### src/rtl/instr_fetch_unit.sv
// Instruction fetch unit: next-PC selection, single-outstanding instruction
// memory request, and the instruction/PC registers feeding decode.
module instr_fetch_unit #(
  parameter logic [31:0] RESET_PC  = 32'h0000_0000,
  parameter logic [31:0] NOP_INSTR = 32'h0000_0013
) (
  input  logic        clk,
  input  logic        reset,
  input  logic        pcEn,
  input  logic        branch,
  input  logic        jal,
  input  logic        jalr,
  input  logic        btaken,
  input  logic [31:0] immExt,
  input  logic [31:0] rs1Data,
  output logic        imemReq,
  output logic [31:0] imemAddr,
  input  logic        imemReady,
  input  logic [31:0] imemRData,
  output logic [31:0] instrCode,
  output logic [31:0] pcOut,
  output logic [31:0] pcPlus4,
  output logic        instrValid,
  output logic        fetchBusy,
  output logic        misalign
);

  typedef enum logic {IDLE, REQ} state_t;

  state_t      state_q, state_d;
  logic [31:0] pc_q, pc_d;
  logic [31:0] instr_q, instr_d;
  logic        valid_q, valid_d;
  logic        mis_q, mis_d;
  logic        first_q, first_d;
  logic [31:0] target;
  logic [31:0] jalr_sum;

  // Next-PC candidate, highest-priority source first.
  always_comb begin
    jalr_sum = rs1Data + immExt;
    target   = pc_q + 32'd4;
    if (first_q) begin
      target = RESET_PC;
    end else if (jal && jalr) begin
      target = {jalr_sum[31:1], 1'b0};
    end else if (jal) begin
      target = pc_q + immExt;
    end else if (branch && btaken) begin
      target = pc_q + immExt;
    end
  end

  // Fetch FSM next-state and register updates.
  always_comb begin
    state_d = state_q;
    pc_d    = pc_q;
    instr_d = instr_q;
    valid_d = valid_q;
    mis_d   = mis_q;
    first_d = first_q;
    unique case (state_q)
      IDLE: begin
        if (pcEn) begin
          if (target[1:0] == 2'b00) begin
            pc_d    = target;
            first_d = 1'b0;
            valid_d = 1'b0;
            state_d = REQ;
          end else begin
            mis_d = 1'b1;
          end
        end
      end
      REQ: begin
        if (imemReady) begin
          instr_d = imemRData;
          valid_d = 1'b1;
          state_d = IDLE;
        end
      end
      default: state_d = IDLE;
    endcase
  end

  // State registers with synchronous reset.
  always_ff @(posedge clk) begin
    if (reset) begin
      state_q <= IDLE;
      pc_q    <= RESET_PC;
      instr_q <= NOP_INSTR;
      valid_q <= 1'b0;
      mis_q   <= 1'b0;
      first_q <= 1'b1;
    end else begin
      state_q <= state_d;
      pc_q    <= pc_d;
      instr_q <= instr_d;
      valid_q <= valid_d;
      mis_q   <= mis_d;
      first_q <= first_d;
    end
  end

  assign imemReq    = (state_q == REQ);
  assign fetchBusy  = (state_q == REQ);
  assign imemAddr   = pc_q;
  assign pcOut      = pc_q;
  assign pcPlus4    = pc_q + 32'd4;
  assign instrCode  = instr_q;
  assign instrValid = valid_q;
  assign misalign   = mis_q;

endmodule

### config.mk
export PLATFORM = sky130hd
export DESIGN_NAME = instr_fetch_unit
export DESIGN_NICKNAME = d
export VERILOG_FILES = /design/src/rtl/instr_fetch_unit.sv
export SDC_FILE = /design/constraint.sdc
export NUM_CORES = 1
export LEC_CHECK = 0
export ABC_AREA = 1
export BUFFER_PORTS_ARGS = -buffer_cell sky130_fd_sc_hd__buf_2
export CAP_MARGIN = 20
export CORE_AREA = 8 8 142 144
export CTS_BUF_LIST = sky130_fd_sc_hd__clkbuf_4
export CTS_CLUSTER_DIAMETER = 40
export CTS_CLUSTER_SIZE = 16
export DETAILED_ROUTE_END_ITERATION = 6
export DIE_AREA = 0 0 150 152
export PLACE_DENSITY = 0.88
export SYNTH_ARGS = -nofsm -noshare
export SYNTH_HDL_FRONTEND = slang
export SYNTH_SLANG_ARGS = --single-unit
### constraint.sdc
create_clock -name clk -period 6.1 [get_ports clk]
set_input_delay 0.61 -clock clk [delete_from_list [all_inputs] [get_ports clk]]
set_output_delay 0.61 -clock clk [all_outputs]
set_load 0.03 [all_outputs]
==> impl_results.rst <==
.. list-table::
   :header-rows: 1

   * - Metric
     - Value
   * - Post-synth top flop
     - sky130_fd_sc_hd__dfxtp_1
   * - Final-stage net count
     - 1997
   * - Initial antenna violation count
     - 0
   * - Cell count of the worst hold path
     - 3
   * - Buffer levels on the longest clock path
     - 2
   * - Maximum number of pins on one net before global-route repair
     - 37
   * - First-pass GRT wire length
     - around 52000 µm
   * - Remaining antenna violation count after routing
     - 0
   * - Clock latency reported for the late side of the worst-skew pair
     - roughly 0.44 ns
   * - Total length of routed wires
     - about 33000 µm
   * - Root buffer selected by CTS
     - sky130_fd_sc_hd__clkbuf_4
   * - Count of endpoints failing hold in the final timing report
     - 0
   * - Level count of the clock H-tree
     - 3
   * - Required time reported for the critical path endpoint
     - ~5.5 ns
   * - Arrival time reported for the critical path endpoint
     - between 2 and 3 ns
   * - Final number of setup-violating endpoints
     - 0
   * - Highest fanout seen on the critical path
     - 6
   * - Status
     - complete, no violations
   * - Setup repair after global routing missed its margin
     - false
   * - Most instantiated library cell after synthesis
     - sky130_fd_sc_hd__nand2_1
   * - Initial standard-cell utilization of the core
     - 0.496
   * - Leakage power
     - 5.90 nW
   * - Number of DRC violations after detailed routing
     - 0
   * - Worst Setup Start Kind
     - flop
   * - Post-synth EDFFs
     - 0
   * - Max-cap check violation count
     - 0
   * - CP max stage cell
     - sky130_fd_sc_hd__dfxtp_1
   * - Worst IR drop on VDD
     - ~200 µV
   * - Largest cells by area after synthesis
     - sky130_fd_sc_hd__nand2_1 (24%), sky130_fd_sc_hd__dfxtp_1 (15%), sky130_fd_sc_hd__inv_1 (12%)
   * - Detailed Route Iter0 Violations
     - between 900 and 1000
   * - Fin crit share
     - 0.524
   * - Synth area leader
     - sky130_fd_sc_hd__nand2_1
   * - Layout-stage area growth over the synthesis result
     - 13.6%
   * - Area fraction of the dominant cell type after synthesis
     - 0.242
   * - Number of buffers added by the clock tree synthesis step
     - 9
   * - Half-perimeter wire length after detailed placement
     - around 28000 µm
   * - Ys async rst share
     - 0
   * - Top-level port count
     - 236
   * - Placer congestion estimate
     - 1.01
   * - Power density relative to cell area
     - between 100 and 150 nW/µm²
   * - Final core area utilization
     - 0.564
   * - Worst flop-to-flop path endpoint
     - imemAddr[11]$_SDFFE_PP0P_
   * - Synth warn
     - 0
   * - Remaining global-route overflow
     - 0
   * - Kind of cell with the highest combined delay on the critical path
     - simple AND/OR/NAND/NOR gates
   * - Number of cells on the worst reg-to-reg path
     - 15
   * - Postcts setup bufs
     - 0
   * - Tightest slew margin relative to the limit
     - 0.348
   * - Cts-stage hold buffer count
     - 0
   * - Clock tree from TritonCTS
     - yes
   * - Routed WL per cell
     - ~16 µm
   * - Net count of the mapped netlist
     - 1814
   * - Cell breakdown of the critical path
     - ha_1 -> nand3_2 -> inv_1 -> nand2_1 -> o21ai_0 -> and2_1 -> buf_2
   * - Number of instances resized during post-cts repair
     - 0
   * - Setup tns final
     - 0 ns
   * - Delay of the slowest cell on the worst path
     - ~0.52 ns
   * - Pre-Repair DR Iteration Count
     - 6
   * - Vias in the first global route
     - ~10000
   * - X dimension of the die
     - 150 µm
   * - Core Area
     - between 15000 and 20000 µm²
   * - Flop and latch count out of synthesis
     - 68
   * - Share of synthesized area occupied by flip-flops and latches
     - 0.154
   * - Die Footprint
     - ~23000 µm²
   * - Final min period
     - between 3 and 4 ns
   * - Combined buffer and inverter count along the critical path
     - 2
   * - Total standard cell area after synthesis
     - 8830 µm²
   * - Vertical die dimension
     - around 150 µm
   * - Transition time at the pin with the least slew margin
     - between 0.9 and 1 ns
   * - Post-detailed-route via-to-cell ratio
     - ~5.2
   * - Hold Crit Start
     - imemRData[0]
   * - Class of the tightest hold or removal check
     - in2reg
   * - Setup Skew
     - approximately 0.015 ns
   * - Number of library cell types mapped by synthesis
     - 37
   * - Flop-to-flop setup slack
     - 3.22 ns
   * - Post-synthesis instance total
     - 1646
   * - Clock sink total
     - 68
   * - RR Startpoint
     - imemAddr[0]$_SDFFE_PP0P_
   * - Via count
     - ~11000
   * - Most common library cells after synthesis
     - sky130_fd_sc_hd__nand2_1 (569), sky130_fd_sc_hd__inv_1 (273), sky130_fd_sc_hd__nor2_1 (180), sky130_fd_sc_hd__nand3_1 (146), sky130_fd_sc_hd__a21oi_1 (87)
   * - Worst Path Class, Setup
     - reg2out
   * - Floorplan row count
     - 49
   * - Min-Delay Endpoint
     - instrCode[0]$_SDFFE_PP1P_
   * - Number of diodes
     - 0
   * - Max Transition Viols Final
     - 0
   * - Post-Syn Area per Cell
     - ~5.4 µm²
   * - Clock edge transition at the registers on the reported setup and hold paths
     - approximately 0.13 ns
   * - Achievable clock frequency
     - approximately 0.31 GHz
   * - Overall Global Routing Usage
     - 0.281
   * - IO Port Bufs
     - ~240
   * - Fill cell total of the finished layout
     - 1922
   * - Kind of capture point of the worst setup path
     - primary output
   * - Layout cell share with drive strength beyond 1
     - 0.152
-- power breakdown --
| group | leakage (nW) | total (W) | internal (W) | switching [W] |
|---|---|---|---|---|
| logic | 5.29 | 0.000637 | 0.000203 | 0.000434 |
| registers | 0.553 | 0.000494 | 0.000466 | 0.0000280 |
| clock network | 0.0611 | 0.000281 | 0.0000894 | 0.000192 |
| total | 5.90 | 0.00141 | 0.000759 | 0.000654 |
-- cells in the final DEF (no fill, tap or decap), types with 9 or more instances in the layout --
cell	count
sky130_fd_sc_hd__nand2_1	569
sky130_fd_sc_hd__inv_1	273
sky130_fd_sc_hd__buf_2	235
sky130_fd_sc_hd__nor2_1	180
sky130_fd_sc_hd__nand3_1	146
sky130_fd_sc_hd__a21oi_1	87
sky130_fd_sc_hd__dfxtp_1	68
sky130_fd_sc_hd__ha_1	62
sky130_fd_sc_hd__o21ai_0	57
sky130_fd_sc_hd__nor3_1	27
sky130_fd_sc_hd__xnor2_1	17
sky130_fd_sc_hd__xor2_1	13
sky130_fd_sc_hd__nand4_1	12
sky130_fd_sc_hd__o21bai_1	11
sky130_fd_sc_hd__clkbuf_4	9
-- logic make-up after synthesis --
| kind of cell | share of synthesized area |
|---|---|
| adder cells (fa/ha/maj) | 0.0924 |
| flip-flops | 0.154 |
| buffers and inverters | 0.164 |
| AO/OA/AOI/OAI | 0.105 |
| AND/OR/NAND/NOR | 0.454 |
| XOR/XNOR | 0.0298 |
-- how the worst max path moves through the flow --
stage	from	to	slack, ns	cells past startpoint
2_1_floorplan	imemAddr[7]$_SDFFE_PP0P_	pcPlus4[11]	3.75	5
3_3_place_gp	jal	imemAddr[11]$_SDFFE_PP0P_	2.89	15
3_5_place_dp	jal	imemAddr[11]$_SDFFE_PP0P_	2.81	15
4_1_cts	imemAddr[2]$_SDFFE_PP0P_	pcPlus4[18]	2.99	7
5_1_grt	imemAddr[2]$_SDFFE_PP0P_	pcPlus4[18]	2.79	7
6_report	imemAddr[3]$_SDFFE_PP0P_	pcPlus4[18]	2.91	7
-- stage by stage --
| stage | hold slack [ns] | instance area (µm²) | total power (W) | setup slack [ns] | instances |
|---|---|---|---|---|---|
| final | 0.369 | 10000 | 0.00141 | 2.91 | 2063 |
| after global routing | 0.358 | 10000 | 0.00151 | 2.79 | 2063 |
| after CTS | 0.365 | 10000 | 0.00141 | 2.99 | 2063 |
| after detailed placement | 0.456 | 9900 | 0.00113 | 2.81 | 2047 |
| after global placement | 0.447 | 9900 | 0.00112 | 2.89 | 2047 |
| after floorplan | 0.529 | 8830 | 0.000947 | 3.75 | 1646 |
-- worst min-delay path: stages --
cell                      delay (ns)
sky130_fd_sc_hd__buf_2          0.07
sky130_fd_sc_hd__nand2_1        0.04
sky130_fd_sc_hd__nand3_1        0.05
-- flip-flops by register name, indices dropped and copies added, names as in the netlist --
signal / count
imemAddr: 32
first_q: 1
instrCode: 32
fetchBusy: 1
misalign: 1
instrValid: 1
-- area by class of cell --
type                    instances  area (µm²)  area share
clock inverters                 7        60.1     0.00599
inverters                     281        1060       0.106
repair buffers                235        1180       0.117
flip-flops and latches         68        1360       0.136
well taps                     229         287      0.0286
clock buffers                   9        67.6     0.00674
multi-input cells            1234        6020       0.600
-- metal layers --
layer / share of wire / vias up / global-route usage
li1: - / 5487 / -
met3: 0.090 / 109 / 0.0428
met2: 0.45 / 537 / 0.456
met1: 0.41 / 4689 / 0.357
met4: 0.052 / 0 / 0.131
met5: 0 / - / 0
(Power assumes the default switching activity.)
